`src/rtl/mmio_pkg.sv`:
```
// Shared definitions for the MMIO timer/console responder: register indices,
// STATUS bit positions and reset values.
package mmio_pkg;

  typedef enum logic [1:0] {
    REG_CYCLE  = 2'd0,
    REG_CMP    = 2'd1,
    REG_STATUS = 2'd2,
    REG_TX     = 2'd3
  } reg_idx_e;

  localparam int STATUS_FLAG_BIT  = 0;
  localparam int STATUS_FULL_BIT  = 1;
  localparam int STATUS_OVF_BIT   = 2;
  localparam int STATUS_COUNT_LSB = 4;
  localparam int STATUS_COUNT_W   = 4;

  localparam logic [31:0] TIMER_CMP_RESET = 32'hFFFF_FFFF;

endpackage

```
`src/rtl/sync_fifo.sv`:
```
// Single-clock FIFO with concurrent push/pop; a push into a full FIFO is
// accepted when a pop frees a slot on the same edge, otherwise it is dropped.
module sync_fifo #(
  parameter int WIDTH = 8,
  parameter int DEPTH = 8,
  localparam int CW = $clog2(DEPTH + 1),
  localparam int AW = $clog2(DEPTH)
) (
  input  logic             clk,
  input  logic             rst_n,
  input  logic             push,
  input  logic [WIDTH-1:0] push_data,
  input  logic             pop,
  output logic [WIDTH-1:0] pop_data,
  output logic             full,
  output logic             empty,
  output logic [CW-1:0]    count,
  output logic             drop
);

  logic [WIDTH-1:0] mem [DEPTH];
  logic [AW-1:0]    rd_ptr;
  logic [AW-1:0]    wr_ptr;
  logic             do_push;
  logic             do_pop;

  assign full    = (count == CW'(DEPTH));
  assign empty   = (count == '0);
  assign do_pop  = pop & ~empty;
  assign do_push = push & (~full | do_pop);
  assign drop    = push & ~do_push;

  // Head is forced to zero while empty so stale storage never leaks out.
  assign pop_data = empty ? '0 : mem[rd_ptr];

  always_ff @(posedge clk or negedge rst_n) begin
    if (!rst_n) begin
      rd_ptr <= '0;
      wr_ptr <= '0;
      count  <= '0;
    end else begin
      if (do_pop)  rd_ptr <= rd_ptr + AW'(1);
      if (do_push) wr_ptr <= wr_ptr + AW'(1);
      case ({do_push, do_pop})
        2'b10:   count <= count + CW'(1);
        2'b01:   count <= count - CW'(1);
        default: count <= count;
      endcase
    end
  end

  always_ff @(posedge clk) begin
    if (do_push) mem[wr_ptr] <= push_data;
  end

endmodule

```
`src/rtl/mmio_timer_console.sv`:
```
// MMIO responder on the core data port: free-running cycle counter, compare
// timer with sticky interrupt flag, and a byte FIFO streamed to a console.
module mmio_timer_console
  import mmio_pkg::*;
#(
  parameter int ADDRESS_BITS = 16,
  parameter int FIFO_DEPTH   = 8
) (
  input  logic                    clock,
  input  logic                    reset,
  input  logic                    sel,
  input  logic                    wEn,
  input  logic [ADDRESS_BITS-1:0] d_address,
  input  logic [31:0]             d_write_data,
  output logic [31:0]             d_read_data,
  output logic                    timer_irq,
  output logic                    out_valid,
  output logic [7:0]              out_data,
  input  logic                    out_ready
);

  localparam int CW = $clog2(FIFO_DEPTH + 1);

  logic [31:0] cycle_count;
  logic [31:0] timer_cmp;
  logic        timer_flag;
  logic        overflow;
  logic        wr;
  reg_idx_e    idx;
  logic        tx_push;
  logic        fifo_full;
  logic        fifo_empty;
  logic        fifo_drop;
  logic [CW-1:0] fifo_count;
  logic [31:0] status_word;
  logic        timer_hit;
  logic        unused_addr;

  assign unused_addr = ^{d_address[ADDRESS_BITS-1:4], d_address[1:0]};

  assign idx       = reg_idx_e'(d_address[3:2]);
  assign wr        = sel & wEn;
  assign tx_push   = wr & (idx == REG_TX);
  assign timer_hit = (cycle_count == timer_cmp);

  // Console stream: a byte transfers on every rising edge where out_valid and
  // out_ready are both high; out_valid never depends on out_ready, and
  // out_data is meaningful only while out_valid is high.
  sync_fifo #(
    .WIDTH(8),
    .DEPTH(FIFO_DEPTH)
  ) u_tx_fifo (
    .clk      (clock),
    .rst_n    (reset),
    .push     (tx_push),
    .push_data(d_write_data[7:0]),
    .pop      (out_ready),
    .pop_data (out_data),
    .full     (fifo_full),
    .empty    (fifo_empty),
    .count    (fifo_count),
    .drop     (fifo_drop)
  );

  assign out_valid = ~fifo_empty;
  assign timer_irq = timer_flag;

  always_comb begin
    status_word = '0;
    status_word[STATUS_FLAG_BIT] = timer_flag;
    status_word[STATUS_FULL_BIT] = fifo_full;
    status_word[STATUS_OVF_BIT]  = overflow;
    status_word[STATUS_COUNT_LSB +: STATUS_COUNT_W] = STATUS_COUNT_W'(fifo_count);
  end

  always_comb begin
    d_read_data = '0;
    if (sel) begin
      case (idx)
        REG_CYCLE:  d_read_data = cycle_count;
        REG_CMP:    d_read_data = timer_cmp;
        REG_STATUS: d_read_data = status_word;
        default:    d_read_data = '0;
      endcase
    end
  end

  // Setting events take priority over a same-edge write-1-to-clear.
  always_ff @(posedge clock or negedge reset) begin
    if (!reset) begin
      cycle_count <= '0;
      timer_cmp   <= TIMER_CMP_RESET;
      timer_flag  <= 1'b0;
      overflow    <= 1'b0;
    end else begin
      cycle_count <= cycle_count + 32'd1;
      if (wr && idx == REG_CMP) timer_cmp <= d_write_data;
      if (timer_hit)
        timer_flag <= 1'b1;
      else if (wr && idx == REG_STATUS && d_write_data[STATUS_FLAG_BIT])
        timer_flag <= 1'b0;
      if (fifo_drop)
        overflow <= 1'b1;
      else if (wr && idx == REG_STATUS && d_write_data[STATUS_OVF_BIT])
        overflow <= 1'b0;
    end
  end

endmodule

```
`config.mk`:
```
export PLATFORM = sky130hd
export DESIGN_NAME = mmio_timer_console
export DESIGN_NICKNAME = d
export VERILOG_FILES = /design/src/rtl/mmio_pkg.sv /design/src/rtl/sync_fifo.sv /design/src/rtl/mmio_timer_console.sv
export SDC_FILE = /design/constraint.sdc
export NUM_CORES = 1
export LEC_CHECK = 0
export CAP_MARGIN = 10
export CORE_MARGIN = 1.5
export CORE_UTILIZATION = 63
export CTS_CLUSTER_DIAMETER = 50
export DETAILED_ROUTE_END_ITERATION = 10
export DONT_BUFFER_PORTS = 1
export PLACE_DENSITY = 0.79
export SETUP_SLACK_MARGIN = 0.02
export SKIP_CTS_REPAIR_TIMING = 1
export SYNTH_ARGS = -nofsm -noshare
export SYNTH_HDL_FRONTEND = slang
export SYNTH_SLANG_ARGS = --single-unit
```
`constraint.sdc`:
```
create_clock -name clock -period 2.6 [get_ports clock]
set_input_delay 0.52 -clock clock [delete_from_list [all_inputs] [get_ports clock]]
set_output_delay 0.52 -clock clock [all_outputs]
set_load 0.005 [all_outputs]
```
Word level (Yosys, flattened, before mapping):

Memory sizes are Yosys's and may differ from the RTL's.
Cells that the tools add are included.
Widths: inputs -> output; s select.

* memories kept: 1
* register bits: 76
* input bits: 53
* output and inout port bits: 42
* bits in read-only memories: 0
* latch bits: 0
* memory bits (writable): 64
* word-level logic and storage cells: 48

Memories
* u_tx_fifo.mem: depth 8, bits a word 8, read ports 1, clocked after memory_dff 0, wr ports 1, line sync_fifo.sv:21 `logic [WIDTH-1:0] mem [DEPTH];`

* reductions and logical operators: 9
* multiply operators: 0
* add/subtract/negate cells: 5
* eq/ne operators: 7
* magnitude comparators: 0
* bitwise operators: 9
* shift-type cells: 0
* multiplexer cells: 10
* divide/modulo/power cells: 0

Operators by type and width (number)
* $pmux 32 s3: 1
* $add 32x1->32 const B: 1
* $eq 32x32->1: 1
* $mux 32: 1
* $mux 8: 1
* $pmux 4 s2: 1
* $add 3x1->3 const B: 2
* $eq 2x2->1 const B: 3
* $mux 1: 6
* $reduce_bool 2->1: 3
* $and 1x1->1: 5
* $add 4x1->4 const B: 1
* $eq 2x1->1 const B: 2
* $eq 4x4->1 const B: 1
* $logic_and 1x1->1: 4
* $logic_not 4->1: 1
* $sub 4x1->4 const B: 1
* $not 1->1: 3
* $logic_not 2->1: 1
* $or 1x1->1: 1

Depth between registers and ports, before layout:

Gate-level depths: netlist of run 1.

* depth in word-level cells: 8
* mapped depth: 7
* gate-level depth less buffers: 7

Cells and area by module:

Synthesis of run 1 repeated with hierarchy kept, for this count alone.

* cell total of the unflattened synthesis: 504
* area total of the unflattened synthesis: 6851.6 sq um

Modules (own cells, without submodules)
* mmio_timer_console: cells each 343, instances 1, area an instance 3786.1 sq um, sequential area each 1691.6 sq um
* sync_fifo: cells each 161, instances 1, area an instance 3065.4 sq um, sequential area each 2172.1 sq um

Worst setup path before layout of run 1:

No wires, ideal clock.

* kind: input to register
* from: input port d_address[2]
* to: memory u_tx_fifo.mem[0][0], enable pin
* buffers on the path: 0
* data required time: 2205 ps
* arrival: 1799 ps
* slack: 406 ps
* stages: 3
* setup time: 395 ps
* cells stage by stage: and4_1 > o21ai_1 > nor4_1

* word-level cells in the longest chain between the ends: 5

RTL lines
* start, declared: line mmio_timer_console.sv:13 `input logic [ADDRESS_BITS-1:0] d_address,`
* $eq 2x2->1: line mmio_timer_console.sv:43 `assign tx_push = wr & (idx == REG_TX);`
* $and 1x1->1: line mmio_timer_console.sv:43
* $and 1x1->1: line sync_fifo.sv:30 `assign do_push = push & (~full | do_pop);`
* $mux 1: line sync_fifo.sv:53 `if (do_push) mem[wr_ptr] <= push_data;`
* $mux 1 (implied by the code): line sync_fifo.sv:53
* end, declared: line sync_fifo.sv:21

Every way passes these cells.

Final worst setup path of run 1:

* from: register u_tx_fifo.rd_ptr[0]
* to: output port out_data[0]

* word-level cells in the longest chain between the ends: 2

RTL lines
* start, declared: line sync_fifo.sv:22 `logic [AW-1:0] rd_ptr;`
* start signal, assigned: line sync_fifo.sv:42 `if (do_pop) rd_ptr <= rd_ptr + AW'(1);`
* $mem_v2 8x8
* $mux 8: line sync_fifo.sv:34 `assign pop_data = empty ? '0 : mem[rd_ptr];`
* end, declared: line mmio_timer_console.sv:18 `output logic [7:0] out_data,`

Every way passes these cells.

==> results.json, run 1 <==
{
  "result_of_the_run": "finished clean",
  "synth_cell_types": 41,
  "worst_ir_drop_vdd_mv": 0.552,
  "cts_buffer_depth": 2,
  "clock_tree.root_cell": "sky130_fd_sc_hd__clkbuf_8",
  "floorplan.die_area_um2": 11200,
  "postSynthNetCount": 551,
  "combinationalPowerShare_pct": 17.8,
  "core_um2": 10300,
  "path_class": "flip-flop to output pin",
  "total_grt_overflow": 0,
  "design.final.nets": 556,
  "place_hpwl_mm": 8.86,
  "clock_tree.htree_level_count": 4,
  "final_period_minus_worst_setup_slack_ps": 2450,
  "worstSetupStartpointType": "flip-flop",
  "grt_pass1_vias": 4066,
  "synth_sequential_area_ratio_pct": 58.0,
  "fill_cells": 682,
  "sw_frac_of_total_pct": 26.2,
  "area_occupied_by_multi_input_gates_um2": 2650,
  "ios": 95,
  "floorplan.initialDensity_pct": 64.8,
  "async_flop_share_pct": 54.3,
  "antenna_found_initial": 0,
  "worst_r2r_startpoint": "u_tx_fifo.count[2]$_DFFE_PN0P_",
  "power.leakage_nw": 2.93,
  "io_buffers": 0,
  "finalHoldViolations": 0,
  "power.clock.fraction_pct": 36.3,
  "cpPeakStageDelay_ps": 530,
  "synth_top_flop_cell": "sky130_fd_sc_hd__edfxtp_1",
  "global_route.usage.total_pct": 25.7,
  "die_width_um": 106,
  "final_layout_size_suffix_gt1_share_pct": 25.0,
  "fin_util_pct": 72.1,
  "postRouteWirelength_mm": 13.2,
  "p_sw_mw": 1.68,
  "worstSetupEndpointType": "output pin",
  "finalCritPeriodShare_pct": 94.2,
  "area_growth_syn_to_layout_pct": 11.3,
  "row_cnt": 37,
  "yosys_warnings": 0,
  "ranking_of_synthesized_cells_by_instance_count": "sky130_fd_sc_hd__edfxtp_1 (64), sky130_fd_sc_hd__nor2_1 (47), sky130_fd_sc_hd__dfrtp_1 (44)",
  "timing.max_cap.violations": 0,
  "grt_first_pass_wirelength_mm": 21.2,
  "cts_made_buffers": 17,
  "worst_pin_slew_ps": 917,
  "postSynthAreaPerCell_um2": 13.5,
  "tritoncts": "built",
  "diodes": 0,
  "hold_path.class": "primary input to flip-flop",
  "synth_edf_count": 64,
  "postSynthRegisterBits": 140,
  "cts.sinks": 140,
  "netlist.top_cell.by_area": "sky130_fd_sc_hd__edfxtp_1",
  "critical_path.startpoint": "u_tx_fifo.rd_ptr[0]$_DFFE_PN0P_",
  "avgRoutedWirePerCell_um": 20.4,
  "dr.pass1.iters": 4,
  "postSynthCellCount": 494,
  "slew_viol_final": 0,
  "clkLatencyLatePin_ps": 530,
  "max_slew_margin_pct": 38.8,
  "holdWs_ps": 78.0,
  "post-synth-top-area-fraction_pct": 28.9,
  "post_drt_via_cell_ratio": 5.96,
  "post_syn_area_um2": 6660,
  "rsz0062_at_grt": "no",
  "layoutNonFillerInstCount": 648,
  "fin_skew_ps": 8.85,
  "p_seq_share_pct": 45.9,
  "required_ps": 2080,
  "most_common_cell_in_the_netlist": "sky130_fd_sc_hd__edfxtp_1",
  "path_cells": "buf_8 -> mux4_2 -> mux2i_1 -> nor2_1",
  "timing.final.setup_violations": 0,
  "crit_slowest_cell": "sky130_fd_sc_hd__mux4_2",
  "die-height_um": 106,
  "cp_max_fo": 18,
  "worst_endpoint_data_arrival_time_ps": 1930,
  "p_int_mw": 4.72,
  "drc_errors": 0,
  "route.vias.total": 3859,
  "p_per_area_nw_per_um2": 863,
  "clkTransAtPathRegs_ps": 50,
  "pin_count_of_the_biggest_net_entering_global_routing": 77,
  "hold_start": "out_ready",
  "post_synth_main_area_contributors": "sky130_fd_sc_hd__edfxtp_1 (29%), sky130_fd_sc_hd__dfrtp_1 (17%), sky130_fd_sc_hd__dfstp_2 (13%)",
  "drtAntennaViolNets": 0,
  "regArea_um2": 3860,
  "initialDrtViolationCount": 261,
  "place.gp.congestion": 0.804,
  "place.detailed.instances": 614,
  "max_freq_mhz": 408
}
[through the flow]
stage | cell area (um^2) | setup TNS [ps] | setup slack, ps | total power [mW]
6_report | 7410 | 0 | 150 | 6.40
5_1_grt | 7410 | 0 | 48.8 | 6.68
4_1_cts | 7360 | -28.7 | -28.7 | 6.41
3_5_place_dp | 6800 | 0 | 517 | 4.08
3_3_place_gp | 6800 | 0 | 528 | 4.03
2_1_floorplan | 6660 | 0 | 406 | 3.82
[sequential cells by signal (all words and copies together), names as in the netlist]
register / flops
timer_cmp: 32
u_tx_fifo.rd_ptr: 3
cycle_count: 32
u_tx_fifo.mem: 64
timer_irq: 1
u_tx_fifo.count: 4
u_tx_fifo.wr_ptr: 3
overflow: 1
[logic make-up after synthesis]
group                      share of synthesized area, %
adders and majority gates                         0.752
muxes                                              17.3
AOI/OAI and AO/OA                                  2.01
DFF                                                58.0
xor gates and xnor gates                           9.08
buffers and inverters                              2.22
and+or+nand+nor                                    10.6
[worst max-delay path, delay by kind of cell (launching register included)]
kind	cells	cell delay, ps
buffers and inverters	1	220
DFF	1	370
muxes	2	730
and+or+nand+nor	1	80
[path summary, 6_finish.rpt]
| kind | end | slack (ps) | cells after the start |
|---|---|---|---|
| min in group asynchronous | u_tx_fifo.rd_ptr[1]$_DFFE_PN0P_ | 550 | 2 |
| worst min-delay path | u_tx_fifo.count[3]$_DFFE_PN0P_ | 80 | 1 |
| worst max register to register | u_tx_fifo.mem[6][7]$_DFFE_PP_ | 520 | 4 |
| worst min register to register | cycle_count[10]$_DFF_PN0_ | 540 | 1 |
| worst max-delay path | out_data[0] | 150 | 4 |
| max in group asynchronous | timer_cmp[20]$_DFFE_PN1P_ | 1690 | 2 |
[power groups by stage]
stage / logic (mW) / registers [mW] / clock network [mW]
2_1_floorplan: 1.01 / 2.81 / 0
3_3_place_gp: 1.08 / 2.95 / 0
3_5_place_dp: 1.12 / 2.97 / 0
4_1_cts: 1.12 / 2.93 / 2.36
5_1_grt: 1.27 / 2.98 / 2.44
6_report: 1.14 / 2.94 / 2.32
[cells in the final DEF (no fill, tap or decap), types with 16 or more instances in the layout]
| cell | count |
|---|---|
| sky130_fd_sc_hd__clkbuf_16 | 16 |
| sky130_fd_sc_hd__dfrtp_1 | 43 |
| sky130_fd_sc_hd__dfstp_2 | 32 |
| sky130_fd_sc_hd__edfxtp_1 | 64 |
| sky130_fd_sc_hd__mux2_2 | 33 |
| sky130_fd_sc_hd__mux2i_1 | 41 |
| sky130_fd_sc_hd__mux4_2 | 16 |
| sky130_fd_sc_hd__nand2_1 | 22 |
| sky130_fd_sc_hd__nor2_1 | 47 |
| sky130_fd_sc_hd__xnor2_1 | 29 |
| sky130_fd_sc_hd__xor2_1 | 40 |
[metal layers]
layer	up-vias	part of all wire (%)	track usage (%)
met2	110	52	44.0
met1	1950	41	31.4
met3	15	5.4	6.86
met4	0	1.6	9.56
met5	-	0	0
li1	1784	-	-
[area by class of cell]
cell class,count,area share [%]
repair buffers,15,1.92
flip-flops and latches,140,52.2
multi-input cells,320,35.7
well taps,136,2.30
inverters,5,0.253
clock buffers,23,6.03
clock inverters,9,1.64
(Power assumes the default switching activity.)
==> run 2, diff against run 1 <==
- RECOVER_POWER: default -> 100
==> run 2 against run 1 <==
Largest cell class unchanged. Total power shrank 0.76%. Sequential cell count is the same. Register-to-register slack lost 250 ps. The run now ends with max-capacitance violations, max-slew violations left. Via count is essentially flat. Maximum frequency shrank 0.38%. Worst setup slack lost 9.4 ps. Critical path depth is the same. Clock power is essentially flat. Combinational power is essentially flat. Final area shrank 1.4%.
==> results.json, run 2 (synthesized netlist as in run 1, its figures left out) <==
{
  "worst_ir_drop_vdd_mv": 0.547,
  "die_width_um": 106,
  "largest_register_ffs": 64,
  "slew_viol_final": 110,
  "worstSetupStartpointType": "flip-flop",
  "cpPeakStageDelay_ps": 460,
  "max_slew_margin_pct": -25.0,
  "worst_endpoint_data_arrival_time_ps": 1940,
  "maxUsedRoutingLayer": "met4",
  "floorplan.die_area_um2": 11200,
  "failed_checks": "max-capacitance violations, max-slew violations",
  "placed_cell_area_um2": 6800,
  "path_cells": "or3_1 -> nor2_1 -> clkbuf_2 -> nor2_1",
  "critical_path.most_common_cell": "sky130_fd_sc_hd__nor2_1",
  "max_freq_mhz": 407,
  "final_period_minus_worst_setup_slack_ps": 2460,
  "clock_tree.root_cell": "sky130_fd_sc_hd__clkbuf_8",
  "tritoncts": "built",
  "power.leakage_nw": 2.88,
  "worst_r2r_startpoint": "u_tx_fifo.count[1]$_DFFE_PN0P_",
  "dr.pass1.iters": 4,
  "initialDrtViolationCount": 265,
  "ios": 95,
  "io_buffers": 0,
  "clkLatencyLatePin_ps": 530,
  "required_ps": 2080,
  "most_used_cells_in_the_layout_excluding_fill_and_tap_cells": "sky130_fd_sc_hd__edfxtp_1 (64), sky130_fd_sc_hd__nor2_1 (47), sky130_fd_sc_hd__dfrtp_1 (43)",
  "die-height_um": 106,
  "place.gp.congestion": 0.804,
  "fill_cells": 699,
  "timing.reg2reg.worst_path_depth": 4,
  "cts_made_buffers": 17,
  "cts_buffer_depth": 2,
  "rsz0062_at_grt": "no",
  "timing.critical_path.buf_inv": 1,
  "registers.top_by_ff_count": "u_tx_fifo.mem",
  "diodes": 0,
  "layout.cells.most_common": "sky130_fd_sc_hd__edfxtp_1",
  "reg.largest.list": "u_tx_fifo.mem (64), cycle_count (32), timer_cmp (32)",
  "drc_errors": 0,
  "clkTransAtPathRegs_ps": 50,
  "global_route.usage.total_pct": 25.7,
  "cp_max_fo": 9,
  "core_um2": 10300,
  "finalHoldViolations": 0,
  "drtAntennaViolNets": 0,
  "critical_path.top_delay_family": "simple AND/OR/NAND/NOR gates",
  "floorplan.initialDensity_pct": 64.8,
  "grt_first_pass_wirelength_mm": 21.2,
  "timing.max_cap.violations": 2,
  "met1_length_mm": 5.24,
  "regArea_um2": 3860,
  "timing.final.setup_violations": 0,
  "cts.sinks": 140,
  "met2_length_mm": 6.93,
  "pin_count_of_the_biggest_net_entering_global_routing": 77,
  "postRouteWirelength_mm": 13.2,
  "hold_start": "out_ready",
  "crit_slowest_cell": "sky130_fd_sc_hd__or3_1",
  "avgRoutedWirePerCell_um": 20.3,
  "summed_area_of_non_filler_cells_in_the_final_layout_um2": 7300,
  "area_occupied_by_multi_input_gates_um2": 2600,
  "total_power_mw": 6.35,
  "ff2ff_setup_slack_ps": 270,
  "route.vias.total": 3862,
  "wl_met3_um": 792,
  "hold_path.class": "primary input to flip-flop",
  "area_growth_syn_to_layout_pct": 9.72,
  "tns_ps": 0,
  "row_cnt": 37,
  "worst_r2r_endpoint": "u_tx_fifo.mem[6][7]$_DFFE_PP_",
  "place_hpwl_mm": 8.86,
  "p_per_area_nw_per_um2": 869,
  "total_grt_overflow": 0,
  "path_class": "flip-flop to output pin",
  "clock_tree.htree_level_count": 4,
  "finalCritPeriodShare_pct": 94.6,
  "worst_pin_slew_ps": 1880,
  "min_delay_worst_endpoint": "u_tx_fifo.count[3]$_DFFE_PN0P_",
  "post_drt_via_cell_ratio": 5.96,
  "final_layout_size_suffix_gt1_share_pct": 22.5,
  "result_of_the_run": "finished with violations",
  "antenna_found_initial": 0,
  "grt_pass1_vias": 4066,
  "fin_skew_ps": 7.87,
  "worstSetupEndpointType": "output pin",
  "design.final.nets": 556,
  "hold_path_depth": 1
}
-- run 2: changes by cell type in the layout (fill, tap and decap cells not counted), moves of 4 or more --
cell,delta
sky130_fd_sc_hd__and2_0,+7
sky130_fd_sc_hd__and2_1,-7
sky130_fd_sc_hd__clkbuf_1,+8
sky130_fd_sc_hd__clkbuf_2,+4
sky130_fd_sc_hd__buf_4,-12
-- run 2: metrics by stage --
stage	util, %	setup slack [ps]	hold slack, ps	instances
5_1_grt	71.1	43.0	66.5	648
3_3_place_gp	66.1	528	227	614
2_1_floorplan	-	406	224	494
6_report	71.1	141	80.6	648
4_1_cts	71.7	-28.7	-339	646
3_5_place_dp	66.1	517	227	614
-- run 2: area by class of cell --
class | instances | share of cell area, %
sequential | 140 | 52.9
multi-input combinational | 320 | 35.6
tap | 136 | 2.33
clock inverter | 9 | 1.66
timing repair buffer | 15 | 1.10
clock buffer | 23 | 6.12
inverter | 5 | 0.257
-- run 2: how the worst max path moves through the flow --
| stage | cells past startpoint | startpoint | end |
|---|---|---|---|
| after floorplan | 3 | d_address[2] | u_tx_fifo.mem[0][0]$_DFFE_PP_ |
| after global placement | 3 | u_tx_fifo.rd_ptr[1]$_DFFE_PN0P_ | out_data[0] |
| after detailed placement | 4 | d_address[2] | u_tx_fifo.mem[6][7]$_DFFE_PP_ |
| after CTS | 3 | u_tx_fifo.rd_ptr[1]$_DFFE_PN0P_ | out_data[0] |
| after global routing | 4 | u_tx_fifo.count[1]$_DFFE_PN0P_ | out_data[2] |
| final | 4 | u_tx_fifo.count[1]$_DFFE_PN0P_ | out_data[2] |
-- run 2: report_power, final --
group	internal, mW	switching (mW)	leakage (nW)
clock network	1.48	0.840	0.279
logic	0.608	0.501	1.11
registers	2.61	0.311	1.49
-- run 2: routing by layer --
| metal | up-vias | GRT usage (%) |
|---|---|---|
| li1 | 1783 | - |
| met1 | 1951 | 31.4 |
| met2 | 115 | 44.0 |
| met3 | 13 | 6.86 |
| met4 | 0 | 9.56 |
| met5 | - | 0 |
==> run 3, diff against run 2 <==
- CORE_UTILIZATION: 63 -> 60
- PLACE_DENSITY: 0.79 -> 0.76
==> run 3 against run 2 <==
The run still ends with max-capacitance violations, max-slew violations left. Wire length fell by 3.6%. Sequential cell count unchanged. Final area grew 1.1%. Worst hold slack lost 2.9 ps. Count of clock-buffer cells in the layout is 6 lower. Clock power grew 6%. Critical path type unchanged. Largest cell class unchanged.
==> results.json, run 3 (synthesized netlist as in run 1, its figures left out) <==
{
  "rsz0062_at_grt": "no",
  "holdWs_ps": 77.7,
  "cp_max_fo": 18,
  "area_growth_syn_to_layout_pct": 10.9,
  "sw_frac_of_total_pct": 26.3,
  "tritoncts": "built",
  "layoutNonFillerInstCount": 651,
  "design.final.nets": 555,
  "area_occupied_by_multi_input_gates_um2": 2620,
  "final_layout_size_suffix_gt1_share_pct": 21.7,
  "floorplan.initialDensity_pct": 61.4,
  "fill_cells": 758,
  "finalHoldViolations": 0,
  "largest_register_ffs": 64,
  "drc_errors": 0,
  "most_used_cells_in_the_layout_excluding_fill_and_tap_cells": "sky130_fd_sc_hd__edfxtp_1 (64), sky130_fd_sc_hd__nor2_1 (47), sky130_fd_sc_hd__dfrtp_1 (43)",
  "failed_checks": "max-capacitance violations, max-slew violations",
  "grt_first_pass_wirelength_mm": 20.1,
  "clkTransAtPathRegs_ps": 60,
  "p_seq_share_pct": 44.6,
  "global_route.usage.total_pct": 23.5,
  "combinationalPowerShare_pct": 17.5,
  "result_of_the_run": "finished with violations",
  "clkLatencyLatePin_ps": 530,
  "p_per_area_nw_per_um2": 876,
  "finalCritPeriodShare_pct": 93.9,
  "die_width_um": 108,
  "power.leakage_nw": 2.89,
  "total_power_mw": 6.47,
  "dr.pass1.iters": 4,
  "place_ws_ps": 84.3,
  "postRouteWirelength_mm": 12.7,
  "io_buffers": 0,
  "core_um2": 10800,
  "worstSetupStartpointType": "flip-flop",
  "post_drt_via_cell_ratio": 5.84,
  "reg.largest.list": "u_tx_fifo.mem (64), cycle_count (32), timer_cmp (32)",
  "summed_area_of_non_filler_cells_in_the_final_layout_um2": 7380,
  "antenna_found_initial": 0,
  "clock_tree.root_cell": "sky130_fd_sc_hd__clkbuf_8",
  "place_hpwl_mm": 8.84,
  "fin_util_pct": 68.1,
  "final_period_minus_worst_setup_slack_ps": 2440,
  "max_slew_margin_pct": -21.7,
  "required_ps": 2080,
  "hold_path.class": "primary input to flip-flop",
  "grt_pass1_vias": 3955,
  "timing.max_cap.violations": 1,
  "layout.cells.most_common": "sky130_fd_sc_hd__edfxtp_1",
  "row_cnt": 38,
  "worst_ir_drop_vdd_mv": 0.663,
  "floorplan.die_area_um2": 11700,
  "diodes": 0,
  "place.gp.congestion": 0.787,
  "clock_tree.htree_level_count": 4,
  "initialDrtViolationCount": 197,
  "cpPeakStageDelay_ps": 540,
  "p_int_mw": 4.77,
  "power.clock.fraction_pct": 37.9,
  "worst_endpoint_data_arrival_time_ps": 1920,
  "die-height_um": 108,
  "regArea_um2": 3860,
  "drtAntennaViolNets": 0,
  "placed_cell_area_um2": 6790,
  "p_sw_mw": 1.70,
  "crit_slowest_cell": "sky130_fd_sc_hd__mux4_2",
  "cts_made_buffers": 17,
  "total_grt_overflow": 0,
  "pin_count_of_the_biggest_net_entering_global_routing": 77,
  "place.detailed.instances": 616,
  "timing.final.setup_violations": 0,
  "worst_pin_slew_ps": 1830,
  "fin_skew_ps": 6.08,
  "cts_buffer_depth": 2,
  "ios": 95,
  "worstSetupEndpointType": "output pin",
  "tns_ps": 0,
  "path_cells": "buf_6 -> mux4_2 -> mux2i_1 -> nor2_1",
  "final_worst_path_setup_slack_ps": 158,
  "slew_viol_final": 33,
  "avgRoutedWirePerCell_um": 19.5,
  "path_class": "flip-flop to output pin",
  "cts.sinks": 140,
  "route.vias.total": 3803,
  "max_freq_mhz": 409,
  "registers.top_by_ff_count": "u_tx_fifo.mem"
}
[run 3: cell types whose count changed in the layout (fill, tap and decap cells not counted), moves of 2 or more]
cell / delta
sky130_fd_sc_hd__clkinvlp_4: +3
sky130_fd_sc_hd__clkinv_4: +2
sky130_fd_sc_hd__dfstp_2: -9
sky130_fd_sc_hd__clkbuf_2: -4
sky130_fd_sc_hd__clkbuf_1: -3
sky130_fd_sc_hd__dfstp_1: +9
[run 3: path summary, 6_finish.rpt]
check,start,to,slack (ps),cells past startpoint
worst max-delay path,u_tx_fifo.rd_ptr[0]$_DFFE_PN0P_,out_data[6],160,4
worst min-delay path,out_ready,u_tx_fifo.count[3]$_DFFE_PN0P_,80,1
worst max register to register,u_tx_fifo.count[1]$_DFFE_PN0P_,u_tx_fifo.count[1]$_DFFE_PN0P_,270,7
worst min register to register,cycle_count[6]$_DFF_PN0_,cycle_count[6]$_DFF_PN0_,540,1
max in group asynchronous,reset,timer_cmp[29]$_DFFE_PN1P_,1710,2
min in group asynchronous,reset,u_tx_fifo.rd_ptr[2]$_DFFE_PN0P_,520,2
[run 3: power groups by stage]
stage	sequential (mW)	clock, mW	combinational, mW
4_1_cts	2.91	2.50	1.14
6_report	2.89	2.45	1.13
3_3_place_gp	2.92	0	1.09
2_1_floorplan	2.81	0	1.01
3_5_place_dp	2.95	0	1.14
5_1_grt	2.93	2.59	1.25
[run 3: area by class of cell]
type,instances,area share [%]
clock buffers,17,5.61
clock inverters,15,2.66
inverters,5,0.254
repair buffers,14,1.27
multi-input cells,320,35.5
flip-flops and latches,140,52.3
well taps,140,2.37
[run 3: layer usage]
metal	share of wire, %	vias to the layer above	global-route usage [%]
met5	0	-	0
li1	-	1782	-
met2	53	98	40.6
met4	1.8	0	8.74
met1	40	1906	27.8
met3	4.6	17	6.93
[run 3: worst max-delay path, delay by kind of cell, from the launching register on]
family / cells / cell delay, ps
mux: 2 / 700
flops: 1 / 350
buf+inv: 1 / 260
simple gates: 1 / 70
